**src/rtl/cpu_sequencer.sv**
```systemverilog
// Multi-cycle control unit for the 16-bit single-bus CPU.
// Ports: clk, reset_n (sync, active-low), run, ir[15:0], V/C/N/Z flags,
//   mem_ack in; mem_req, PS[1:0], IL, DX/AX/BX[3:0], MB, FS[3:0], MD,
//   RW, MM, MW, halted, fault, state_o[2:0] out.
module cpu_sequencer #(
    parameter int TIMEOUT = 15,
    parameter int TW      = 4
) (
    input  logic        clk,
    input  logic        reset_n,
    input  logic        run,
    input  logic [15:0] ir,
    input  logic        V,
    input  logic        C,
    input  logic        N,
    input  logic        Z,
    input  logic        mem_ack,
    output logic        mem_req,
    output logic [1:0]  PS,
    output logic        IL,
    output logic [3:0]  DX,
    output logic [3:0]  AX,
    output logic [3:0]  BX,
    output logic        MB,
    output logic [3:0]  FS,
    output logic        MD,
    output logic        RW,
    output logic        MM,
    output logic        MW,
    output logic        halted,
    output logic        fault,
    output logic [2:0]  state_o
);

    typedef enum logic [2:0] {
        S_IDLE   = 3'd0,
        S_FETCH  = 3'd1,
        S_DECODE = 3'd2,
        S_EXEC   = 3'd3,
        S_MEM    = 3'd4,
        S_HALT   = 3'd5,
        S_FAULT  = 3'd6
    } state_t;

    state_t          state, state_d;
    logic [TW-1:0]   cnt, cnt_d;
    logic [3:0]      op;
    logic            timeout;
    logic            unused_flags;

    assign op           = ir[15:12];
    assign unused_flags = V ^ C;
    assign state_o      = state;

    // This waiting cycle is the TIMEOUT-th one; an ack now still wins.
    assign timeout = (cnt == TW'(TIMEOUT - 1));

    always_ff @(posedge clk) begin
        if (!reset_n) begin
            state <= S_IDLE;
            cnt   <= '0;
        end else begin
            state <= state_d;
            cnt   <= cnt_d;
        end
    end

    always_comb begin
        state_d = state;
        mem_req = 1'b0;
        PS      = 2'b00;
        IL      = 1'b0;
        DX      = 4'h0;
        AX      = 4'h0;
        BX      = 4'h0;
        MB      = 1'b0;
        FS      = 4'h0;
        MD      = 1'b0;
        RW      = 1'b0;
        MM      = 1'b0;
        MW      = 1'b0;
        halted  = 1'b0;
        fault   = 1'b0;
        unique case (state)
            S_IDLE: begin
                if (run) state_d = S_FETCH;
            end
            S_FETCH: begin
                mem_req = 1'b1;
                MM      = 1'b1;
                if (mem_ack) begin
                    IL      = 1'b1;
                    state_d = S_DECODE;
                end else if (timeout) begin
                    state_d = S_FAULT;
                end
            end
            S_DECODE: begin
                PS      = 2'b01;
                state_d = (op == 4'hF) ? S_HALT : S_EXEC;
            end
            S_EXEC: begin
                DX      = ir[11:8];
                AX      = ir[7:4];
                BX      = ir[3:0];
                state_d = S_FETCH;
                unique case (op)
                    4'h1, 4'h2, 4'h3, 4'h4,
                    4'h5, 4'h6, 4'h7, 4'h8: begin
                        FS = op;
                        RW = 1'b1;
                    end
                    4'h9: begin
                        FS = 4'h1;
                        MB = 1'b1;
                        RW = 1'b1;
                    end
                    4'hA, 4'hB: state_d = S_MEM;
                    4'hC: PS = Z ? 2'b10 : 2'b00;
                    4'hD: PS = N ? 2'b10 : 2'b00;
                    4'hE: PS = 2'b11;
                    default: ;
                endcase
            end
            S_MEM: begin
                DX      = ir[11:8];
                AX      = ir[7:4];
                BX      = ir[3:0];
                mem_req = 1'b1;
                // Suppress the store while reset is being applied.
                MW      = (op == 4'hB) && reset_n;
                if (mem_ack) begin
                    if (op == 4'hA) begin
                        MD = 1'b1;
                        RW = 1'b1;
                    end
                    state_d = S_FETCH;
                end else if (timeout) begin
                    state_d = S_FAULT;
                end
            end
            S_HALT:  halted = 1'b1;
            S_FAULT: fault  = 1'b1;
            default: state_d = S_IDLE;
        endcase
    end

    // Counter restarts on every state change and on each ack.
    always_comb begin
        cnt_d = cnt;
        if (state_d != state || mem_ack) cnt_d = '0;
        else if (mem_req) cnt_d = cnt + 1'b1;
    end

endmodule

```
**config.mk**
```make
export PLATFORM = sky130hd
export DESIGN_NAME = cpu_sequencer
export DESIGN_NICKNAME = d
export VERILOG_FILES = /design/src/rtl/cpu_sequencer.sv
export SDC_FILE = /design/constraint.sdc
export NUM_CORES = 1
export LEC_CHECK = 0
export CORE_MARGIN = 10
export CORE_UTILIZATION = 32
export DETAILED_ROUTE_END_ITERATION = 7
export GPL_TIMING_DRIVEN = 1
export HOLD_SLACK_MARGIN = 0.03
export PLACE_DENSITY = 0.84
export SETUP_SLACK_MARGIN = 0.05
export SLEW_MARGIN = 20
export SYNTH_ARGS = -nofsm -noshare
export SYNTH_HDL_FRONTEND = slang
export SYNTH_SLANG_ARGS = --single-unit
```
**constraint.sdc**
```tcl
create_clock -name clk -period 1.4 [get_ports clk]
set_input_delay 0.28 -clock clk [delete_from_list [all_inputs] [get_ports clk]]
set_output_delay 0.28 -clock clk [all_outputs]
set_load 0.1 [all_outputs]
```
==> results of run 1 <==
-- kinds of logic after synthesis --
family | after synthesis
flip-flops | 7
AND/OR/NAND/NOR | 55
adder cells (fa/ha/maj) | 2
buffers and inverters | 10
multiplexers | 1
XOR/XNOR | 4
AO/OA/AOI/OAI | 20
-- through the flow --
step	area, um^2	setup WS (ns)	util [%]	instances	hold WS (ns)
4_1_cts	2263	-0.4960	92.20	222	0.5893
2_1_floorplan	1030	-1.151	-	99	0.4009
3_3_place_gp	2081	-0.4660	84.76	208	0.5649
3_5_place_dp	2081	-0.5390	84.76	208	0.5683
-- timing repair --
action                                  in CTS
pin swaps                                   13
setup buffers                               10
endpoints found under the setup margin      33
resized for setup                           23
==> flow_summary.ini, run 1 <==
[synthesis]
syn_inst = 99
synth_area_um2 = 813.3
synth_common_cells = 13 x nor2b_1, 8 x nor2_1, 7 x and3_1, 7 x dfxtp_1, 5 x nand2_1
synth_compound_area_share_pct = 22.15
synth_top_cell_area_share_pct = 17.23
yosysMostFrequentCell = nor2b_1
synth_edf_count = 0
yosysUniqueCellTypes = 40
yosys-mux-area-fraction_pct = 1.385
post_synth_fa_ha_maj_area_fraction_pct = 3.077
synthesis.nets = 125
synth_xor_area_share_pct = 5.231
synth_area_leader_cell = dfxtp_1
async_flop_share_pct = 0
yosys_warnings = 0
synth_top_family_by_area = simple AND/OR/NAND/NOR gates
synth.area.top_cells = dfxtp_1 17%, nor2b_1 10%, nor3b_2 6.2%
synth_flop_cell = dfxtp_1
ys_ff_latch = 7
synthSimpleGateAreaFrac_pct = 43.38
syn_avg_cell_area_um2 = 8.215
synth-seq-area-share_pct = 17.23

[die]
die_w_um = 70.42
die_h_um = 70.42
io_pins = 54
initial_core_util_pct = 33.13
rows = 18

[timing]
repair-timing-grt-worst-ep = RW
endpoint_type = primary output

[status]
outcome = stopped before the end
error = [ERROR DPL-0033] detailed placement checks failed during check placement.
stop_stage = global routing (5_1_grt)

[global_routing]
antenna_found_initial = 0
grt_max_degree = 11

[clock_tree]
clock_sinks = 7
cts_buffers = 3
clockBufferDepth = 2
clockRootBuffer = clkbuf_4
cts_max_level = 1
cts.hold.buffers_added = 0

[place]
dpl.hpwl_um = 3543
gp_congestion = 0.8501
port_buffers = 51
==> run 2, diff against run 1 <==
CORE_AREA = 10 10 71 73   (was default)
CORE_MARGIN = default   (was 10)
CORE_UTILIZATION = default   (was 32)
DIE_AREA = 0 0 81 83   (was default)
HOLD_SLACK_MARGIN = default   (was 0.03)
PLACE_DENSITY = default   (was 0.84)
PLACE_DENSITY_LB_ADDON = 0.15   (was default)
SETUP_SLACK_MARGIN = default   (was 0.05)
clock period = 1.82 ns   (was 1.4 ns; I/O delays follow)
==> run 2 against run 1 <==
- the flow now finishes, with violations (setup timing)
- synthesized cell count unchanged
- synthesized area unchanged
==> flow_summary.ini, run 2 <==
[status]
outcome = complete, but fails checks
violations = setup timing

[route]
vias = 982
remaining_drc_errors = 0
firstDrtPassIters = 4
drt_wl_total_um = 3176
wire_per_inst_um = 14.31
ant_nets = 0
vias_per_cell = 4.423
drt_iter0_drc = 19

[synthesis]
synth_area_leader_cell = dfxtp_1
yosysUniqueCellTypes = 40
syn_inst = 99
yosysMostFrequentCell = nor2b_1
synthesis.nets = 125
syn_avg_cell_area_um2 = 8.215
synth_top_cell_area_share_pct = 17.23
yosys_warnings = 0
synth-seq-area-share_pct = 17.23
synth_flop_cell = dfxtp_1
synth_area_um2 = 813.3
synth_common_cells = 13 x nor2b_1, 8 x nor2_1, 7 x and3_1, 7 x dfxtp_1, 5 x nand2_1
ys_ff_latch = 7
synth.area.top_cells = dfxtp_1 17%, nor2b_1 10%, nor3b_2 6.2%
synth_edf_count = 0
async_flop_share_pct = 0

[clock_tree]
cts_buffers = 3
cts_max_level = 1
clockBufferDepth = 2
clock_sinks = 7
cts.hold.buffers_added = 0
clockRootBuffer = clkbuf_8
clkLatencyLatePin_ns = 0.22
cts_tree = built
clk_pin_slew_ns = 0.04

[cells_and_area]
fin_nets = 201
layout_commonest_cell = buf_12
layout.cells.non_filler = 222
largest_reg_flops = 4
layout-drive-gt1-share_pct = 62.64
n_fill_cell = 338
fin_util_pct = 58.99
diodes = 0
mostFrequentLayoutCells = 31 x buf_12, 21 x buf_4, 16 x clkdlybuf4s50_1
area_growth_pct = 163.5
regMostFlops = cnt

[critical_path]
worst_path_max_delay_cell = dfxtp_4
crit_path_max_incr_delay_ns = 0.36
cp-start-kind = flop
worstPathMaxFanout = 7
critPathCaptureType = primary output
crit_arrival_ns = 1.51
regToRegSetupSlack_ns = 0.22
critPathKind = reg2out
path_common_cell = nor3b_4
crit_required_ns = 1.46
cp_cell_sequence = nor3b_4 > and2_4 > nor3b_4 > buf_4 > buf_12

[global_routing]
overflow = 0
antenna_found_initial = 0
grt_pass1_vias = 996
grt_pass1_wl_um = 5092
grt_max_degree = 13
track_usage_pct = 8.992

[timing]
final_hold_viol_count = 0
setup_viol = 19
post-route-period-util_pct = 103.1
slew_violations = 0
grt_setup_unrepaired = yes
final.min_clock_period_ns = 1.876
setup_tns_ns = -0.5857
tightest_slew_ns = 0.3807
fin_skew_ns = 0.001592
finalWorstSetupSlack_ns = -0.05567
max_freq_mhz = 533.1
slew_headroom_pct = 74.62

[place]
port_buffers = 51
dpl.hpwl_um = 2620
gp_congestion = 0.7890
dpl.cell_count = 210

[flow_run]
maxCapViolCount = 0

[die]
core_um2 = 3633
initial_core_util_pct = 22.38
die_h_um = 83
die_area_um2 = 6723
rows = 22
io_pins = 54
die_w_um = 81

[power]
power_density_nw_per_um2 = 412.6
ir_drop_mv = 0.3450
power_uw = 884.3
p_leak_nw = 0.8626

[hold_path]
hp-class = reg2reg
run 2: cell counts after synthesis:
No cell type changed its count.
run 2: final cells by class:
cell class              count  area, um^2  share of cell area, %
clock buffers               4       45.04                  2.102
inverters                   5       18.77                 0.8757
multi-input cells          82       838.3                  39.11
flip-flops and latches      7       151.4                  7.064
well taps                  48       60.06                  2.802
repair buffers             76        1030                  48.04
run 2: metrics by stage:
step / setup slack [ns] / hold WS [ns] / cell area, um^2
finish: -0.05567 / 0.5804 / 2143
global route: -0.1244 / 0.6207 / 2143
CTS: -0.07498 / 0.5874 / 2048
detailed placement: -0.2313 / 0.5807 / 1979
global placement: -0.2246 / 0.5625 / 1979
floorplan: -0.8146 / 0.4849 / 1022
run 2: worst paths after layout:
kind                                       endpoint  depth (start not counted)             startpoint
worst max-delay path                             MD                          5  state_o[0]$_SDFF_PN0_
worst min-delay path            cnt[2]$_SDFFE_PP0P_                          2    cnt[2]$_SDFFE_PP0P_
worst max register to register  cnt[1]$_SDFFE_PP0P_                          6    cnt[0]$_SDFFE_PP0P_
worst min register to register  cnt[2]$_SDFFE_PP0P_                          2    cnt[2]$_SDFFE_PP0P_
run 2: cell families (layout without fill, tap and decap cells):
| kind of cell | count (synthesis) | count (layout) | synth area share (%) |
|---|---|---|---|
| compound gates | 20 | 20 | 22.15 |
| xor+xnor | 4 | 4 | 5.232 |
| fa+ha+maj | 2 | 2 | 3.076 |
| buf+inv | 10 | 85 | 7.536 |
| flops | 7 | 7 | 17.23 |
| mux | 1 | 1 | 1.385 |
| simple gates | 55 | 55 | 43.39 |
run 2: worst max-delay path, delay by kind of cell, from the launching register on:
family | cells | cell delay, ns
buf+inv | 2 | 0.31
flops | 1 | 0.36
simple gates | 3 | 0.61
run 2: power by group:
group / internal [mW] / switching (mW) / total [mW]
Combinational: 0.220 / 0.280 / 0.500
Sequential: 0.159 / 0.00999 / 0.169
Clock: 0.151 / 0.0633 / 0.214
Total: 0.531 / 0.354 / 0.884
run 2: timing repair:
action                                  4_1_cts  5_1_grt
pin swaps                                     3        3
gates cloned                                  0        1
gates resized for setup                       6       10
endpoints found under the setup margin       23       21
buffers inserted                              4        3
run 2: layer usage:
metal,vias to the layer above,GRT usage (%),wire (um)
met5,-,0,0
met3,0,4.741,348
met1,438,10.31,1295
met2,40,14.99,1532
li1,504,-,-
met4,0,0.4695,0
Power figures use the tool's default switching activity.
==> RTL edit 1: new RTL, flow settings as in run 2 <==
Change the parameter `TW` from 4 to 8.
--- a/src/rtl/cpu_sequencer.sv
+++ b/src/rtl/cpu_sequencer.sv
@@ -4,7 +4,7 @@
 //   RW, MM, MW, halted, fault, state_o[2:0] out.
 module cpu_sequencer #(
     parameter int TIMEOUT = 15,
-    parameter int TW      = 4
+    parameter int TW      = 8
 ) (
     input  logic        clk,
     input  logic        reset_n,
Behaviour: no difference found for any inputs over 10 cycles, from zero or initial values and one cycle with reset_n low; that may be too few to reach the edited logic, so the function may still have changed.
==> RTL edit 1 against run 2 <==
- the run still ends with negative setup slack left
- setup slack lost 9.9 ps
- power grew 9.2%
- largest cell class unchanged
- highest routed layer is now met4
- sequential cell count grew 4
- area after synthesis grew 23%
- register-to-register slack lost 180 ps
- design area grew 13%
- wire length grew 25%
- fmax shrank 0.53%
- largest power group unchanged
==> RTL edit 1: results (changes against run 2) <==
POWER AND IR DROP
----------------------------------------------------------------------
Clock group total power                                       0.247 mW   +15%
Static Leak                                                   0.919 nW   +6.6%
Portion of total power attributed to sequential cells            26.2%   +7.0 points
Total Power                                                   0.966 mW   +9.2%
Fraction of power spent switching nets                           37.5%   -2.5 points
Max VDD drop                                                0.000504 V   +46%

SYNTHESIS
----------------------------------------------------------------------
Sequential area share after synthesis                            22.1%   +4.8 points
Count of distinct cell types in the synthesized netlist             41   +2.5%
Biggest area contributors in the synthesized netlist      sky130_fd_sc_hd__dfxtp_1, sky130_fd_sc_hd__nor2b_1, sky130_fd_sc_hd__xnor2_1, sky130_fd_sc_hd__a211oi_1, sky130_fd_sc_hd__nand2b_1
Most numerous cell types in the synthesized netlist       sky130_fd_sc_hd__nor2b_1, sky130_fd_sc_hd__dfxtp_1, sky130_fd_sc_hd__a211oi_1, sky130_fd_sc_hd__nor2_1, sky130_fd_sc_hd__xnor2_1
Fraction of the mapped netlist area in compound gates            19.8%   -2.4 points
Post-Syn Area per Cell                                       7.86 um^2   -4.3%
Adder-cell share of the synthesized area                         2.51%   -0.57 points
Synth Area in XOR/XNOR                                           7.02%   +1.8 points
Syn nets                                                           153   +22%

DRT
----------------------------------------------------------------------
Iteration-0 DRC Markers                                             28   +9
Met1 Wirelength                                                1690 um   +30%
Wire length per cell                                           15.7 um   +9.5%
Met2 WL post-DR                                                1980 um   +29%

GRT
----------------------------------------------------------------------
Total routing resource utilization after global routing          11.3%   +2.3 points
GRT met3 Usage                                                   2.91%   -1.8 points
Global-route wire length before repair                         6260 um   +23%
Global-route track usage on met1                                 13.5%   +3.2 points
Met2 track demand over resource                                  19.0%   +4.0 points

FINAL LAYOUT
----------------------------------------------------------------------
Final layout net count                                             232   +15%
Share of post-route cells with drive strength above 1            58.0%   -4.6 points
Layout filler cell count                                           292   -14%
Final Non-Filler Cells                                             253   +14%
Area growth, synth to finish                                      142%
Number of flip-flops under the largest register name                 8   +4

TIMING
----------------------------------------------------------------------
Maximum clock skew at final layout                             4.74 ps   +3.14 ps
Worst Max-Slew Pin Slew                                         537 ps   +156 ps
Setup ws final                                                -65.6 ps   -9.94 ps
Total Negative Setup Slacks                                    -531 ps   +54.3 ps
Total setup violations reported at the end of the flow              17   -2

CLOCK NETWORK
----------------------------------------------------------------------
PostCTS Resize Cnt                                                  17   +11
Total setup buffers inserted after CTS                               1   -3
CTS clock-pin slew for the worst setup and hold paths            50 ps
Number of CTS-inserted buffers                                       3   unchanged
Clock latency on the worst-skew pair                            240 ps   +20 ps

PLACED DESIGN
----------------------------------------------------------------------
Place WS                                                       -569 ps   -338 ps
Cell Area, Placed                                         0.00226 mm^2   +14%
Gpl congestion                                                   0.792   +0.38%
Estimated wirelength of the detail-placed design               3290 um   +25%
Placed instance count                                              244   +16%

RUN STATUS
----------------------------------------------------------------------
Violations in the final reports                           negative setup slack
Result of the run                                         finished with violations

WORST SETUP PATH
----------------------------------------------------------------------
Worst-path cell with the longest stage delay              sky130_fd_sc_hd__dfxtp_4
Worst Path Max Fanout                                                5   -2
Critical Path Max Stage Delay                                   360 ps   about the same

-- RTL edit 1: changes by cell type in the layout (fill, tap and decap cells not counted), moves of 3 or more --
cell	delta
sky130_fd_sc_hd__and3_4	-3
sky130_fd_sc_hd__xnor2_1	+5
sky130_fd_sc_hd__and3b_2	+3
sky130_fd_sc_hd__nor3b_4	-4
sky130_fd_sc_hd__a211oi_2	+8
sky130_fd_sc_hd__dlygate4sd2_1	-3
sky130_fd_sc_hd__dfxtp_1	+3
sky130_fd_sc_hd__nand2b_1	+6
sky130_fd_sc_hd__buf_4	+8
-- RTL edit 1: path summary, 6_finish.rpt --
check	from	end	slack, ps	cells after the start
worst min-delay path	cnt[6]	cnt[6]	600	2
worst max register to register	state_o[1]	cnt[1]	40	6
worst min register to register	cnt[6]	cnt[6]	600	2
worst max-delay path	state_o[2]	MB	-70	4
-- RTL edit 1: layout make-up --
class	count	area share [%]
timing repair buffer	84	43.9
multi-input combinational	103	41.7
sequential	11	9.61
tap	48	2.48
clock buffer	4	1.86
inverter	3	0.465
==> RTL edit 2: new RTL, settings of run 2 <==
Made on the original files. Reset style: asynchronous (`reset_n`), changed in one clocked block.
--- a/src/rtl/cpu_sequencer.sv
+++ b/src/rtl/cpu_sequencer.sv
@@ -55,7 +55,7 @@
     // This waiting cycle is the TIMEOUT-th one; an ack now still wins.
     assign timeout = (cnt == TW'(TIMEOUT - 1));
 
-    always_ff @(posedge clk) begin
+    always_ff @(posedge clk or negedge reset_n) begin
         if (!reset_n) begin
             state <= S_IDLE;
             cnt   <= '0;
Formal check against the unedited RTL: differs if reset_n is asserted again (counterexample within 4 cycles, from zero or initial values and one cycle with reset_n low); with reset_n held inactive, the same outputs for 10 cycles.
==> RTL edit 2 against run 2 <==
- the flow still finishes with violations (negative setup slack)
- utilization up 3.4 points
- setup slack worse by 72 ps
- design area up 5.8%
- wire length up 16%
- sequential cell count unchanged
- area after synthesis down 5.7%
- synthesized cell count unchanged
- register-to-register slack worse by 170 ps
- sequential share of layout area up 1.2 points
- critical path type unchanged
- largest cell class unchanged
- highest routed layer is now met4
Power is left out: it rests on default switching activity, and per cell area and clock period it moved more than threefold.
==> RTL edit 2: results (changes against run 2) <==
PLACED DESIGN
------------------------------------------------------------------------------------
Estimated wirelength of the detail-placed design                             2850 um   +8.7%
Gpl congestion                                                                 0.779   -1.3%
Place WS                                                                     -316 ps   -84.5 ps

TIMING
------------------------------------------------------------------------------------
Max transition margin                                                          77.3%   +2.6 points
Total setup violations reported at the end of the flow                            22   +3
Maximum clock skew at final layout                                         0.0814 ps   -1.51 ps
Setup ws final                                                               -127 ps   -71.8 ps

RUN STATUS
------------------------------------------------------------------------------------
Violations in the final reports                                         negative setup slack
Result of the run                                                       finished with violations

WORST SETUP PATH
------------------------------------------------------------------------------------
Reg2Reg Setup Slack                                                            50 ps   -170 ps
Endpoint of the most critical register-to-register path                       cnt[3]
Worst Path Max Fanout                                                              4   -3
Reg2Reg Depth                                                                      5   -1
Critical Path Max Stage Delay                                                 500 ps   +140 ps
Worst Path Arrival                                                           1580 ps   +70 ps

SYNTHESIS
------------------------------------------------------------------------------------
Proportion of synthesized flip-flops having asynchronous set or reset           100%   +100 points
Count of distinct cell types in the synthesized netlist                           38   -5.0%
Leading register cell type out of synthesis                             sky130_fd_sc_hd__dfrtp_1
Most numerous cell types in the synthesized netlist                     sky130_fd_sc_hd__nor2b_1, sky130_fd_sc_hd__dfrtp_1, sky130_fd_sc_hd__clkbuf_1, sky130_fd_sc_hd__nand2b_1, sky130_fd_sc_hd__nor2_1
Biggest area contributors in the synthesized netlist                    sky130_fd_sc_hd__dfrtp_1, sky130_fd_sc_hd__nor2b_1, sky130_fd_sc_hd__nand2b_1, sky130_fd_sc_hd__a221oi_1, sky130_fd_sc_hd__ha_1
Sequential area share after synthesis                                          22.8%   +5.6 points

GRT
------------------------------------------------------------------------------------
Largest net degree at the start of global routing                                 21   +8
Global-route wire length before repair                                       5950 um   +17%
Total routing resource utilization after global routing                        10.6%   +1.6 points

FINAL LAYOUT
------------------------------------------------------------------------------------
Layout filler cell count                                                         288   -15%
Share of post-route cells with drive strength above 1                          61.4%   -1.3 points
Final layout net count                                                           203   +1.0%

DRT
------------------------------------------------------------------------------------
DRT Wirelength                                                               3670 um   +16%
Via Count                                                                      1,094   +11%
Iteration-0 DRC Markers                                                           42   +23
First-pass DRT Iterations                                                          2   -2

HOLD PATH
------------------------------------------------------------------------------------
Hold Crit Class                                                         input pin to asynchronous set/reset pin

CLOCK NETWORK
------------------------------------------------------------------------------------
Number of CTS-inserted buffers                                                     3   unchanged

[RTL edit 2: changes by cell type after synthesis, sizes merged, moves of 5 or more]
cell    change
clkbuf      +6
a221oi      +5
nor3        -5
and3        -5
nand2b      +5
dfrtp       +7
dfxtp       -7
[RTL edit 2: cell families after synthesis]
family	after synthesis	share of synthesized area, %
xor gates and xnor gates	1	1.14
buffers and inverters	12	6.20
DFF	7	22.8
and+or+nand+nor	55	44.5
AOI/OAI and AO/OA	22	22.0
adders and majority gates	2	3.26
[RTL edit 2: worst reg2reg max path: cells and delay by family (launching register included)]
| kind | cells | cell delay, ps |
|---|---|---|
| DFF | 1 | 490 |
| and+or+nand+nor | 1 | 510 |
| xor gates and xnor gates | 1 | 170 |
| AOI/OAI and AO/OA | 1 | 240 |
| buffers and inverters | 2 | 260 |
[RTL edit 2: area by class of cell]
type	instances	area, um^2	share of cell area (%)
timing repair buffer	81	1110	49.0
multi-input combinational	80	850	37.5
sequential	7	186	8.22
tap	48	60.1	2.65
clock buffer	4	45.0	1.99
inverter	4	15.0	0.662
[RTL edit 2: timing repair]
item	in CTS	in global routing
endpoints found under the hold margin	0	0
gates resized for setup	24	6
pin swaps	6	5
gates cloned	1	0
endpoints found under the setup margin	25	29
setup buffers	6	3
[RTL edit 2: worst max path at each step]
stage	startpoint	slack, ps	end
finish	state_o[0]	-130	RW
CTS	state_o[1]	-120	AX[3]
global route	state_o[0]	-180	DX[0]
global placement	ir[12]	-310	RW
detailed placement	ir[12]	-320	RW
floorplan	state_o[2]	-820	MB
[RTL edit 2: metal layers]
| layer | up-vias | wire length (um) | track usage [%] |
|---|---|---|---|
| met4 | 0 | 46 | 2.03 |
| met5 | - | 0 | 0 |
| met1 | 521 | 1460 | 11.5 |
| met3 | 6 | 286 | 3.77 |
| met2 | 41 | 1880 | 18.9 |
| li1 | 526 | - | - |
[RTL edit 2: metrics by stage]
step	cells	utilization, %	cell area, um^2	hold WS, ps	TNS [ps]
2_1_floorplan	99	-	1050	68.4	-7870
3_3_place_gp	210	55.2	2010	602	-1960
3_5_place_dp	210	55.2	2010	613	-2360
4_1_cts	221	61.0	2220	503	-2200
5_1_grt	224	62.4	2270	517	-3370
6_report	224	62.4	2270	511	-1860
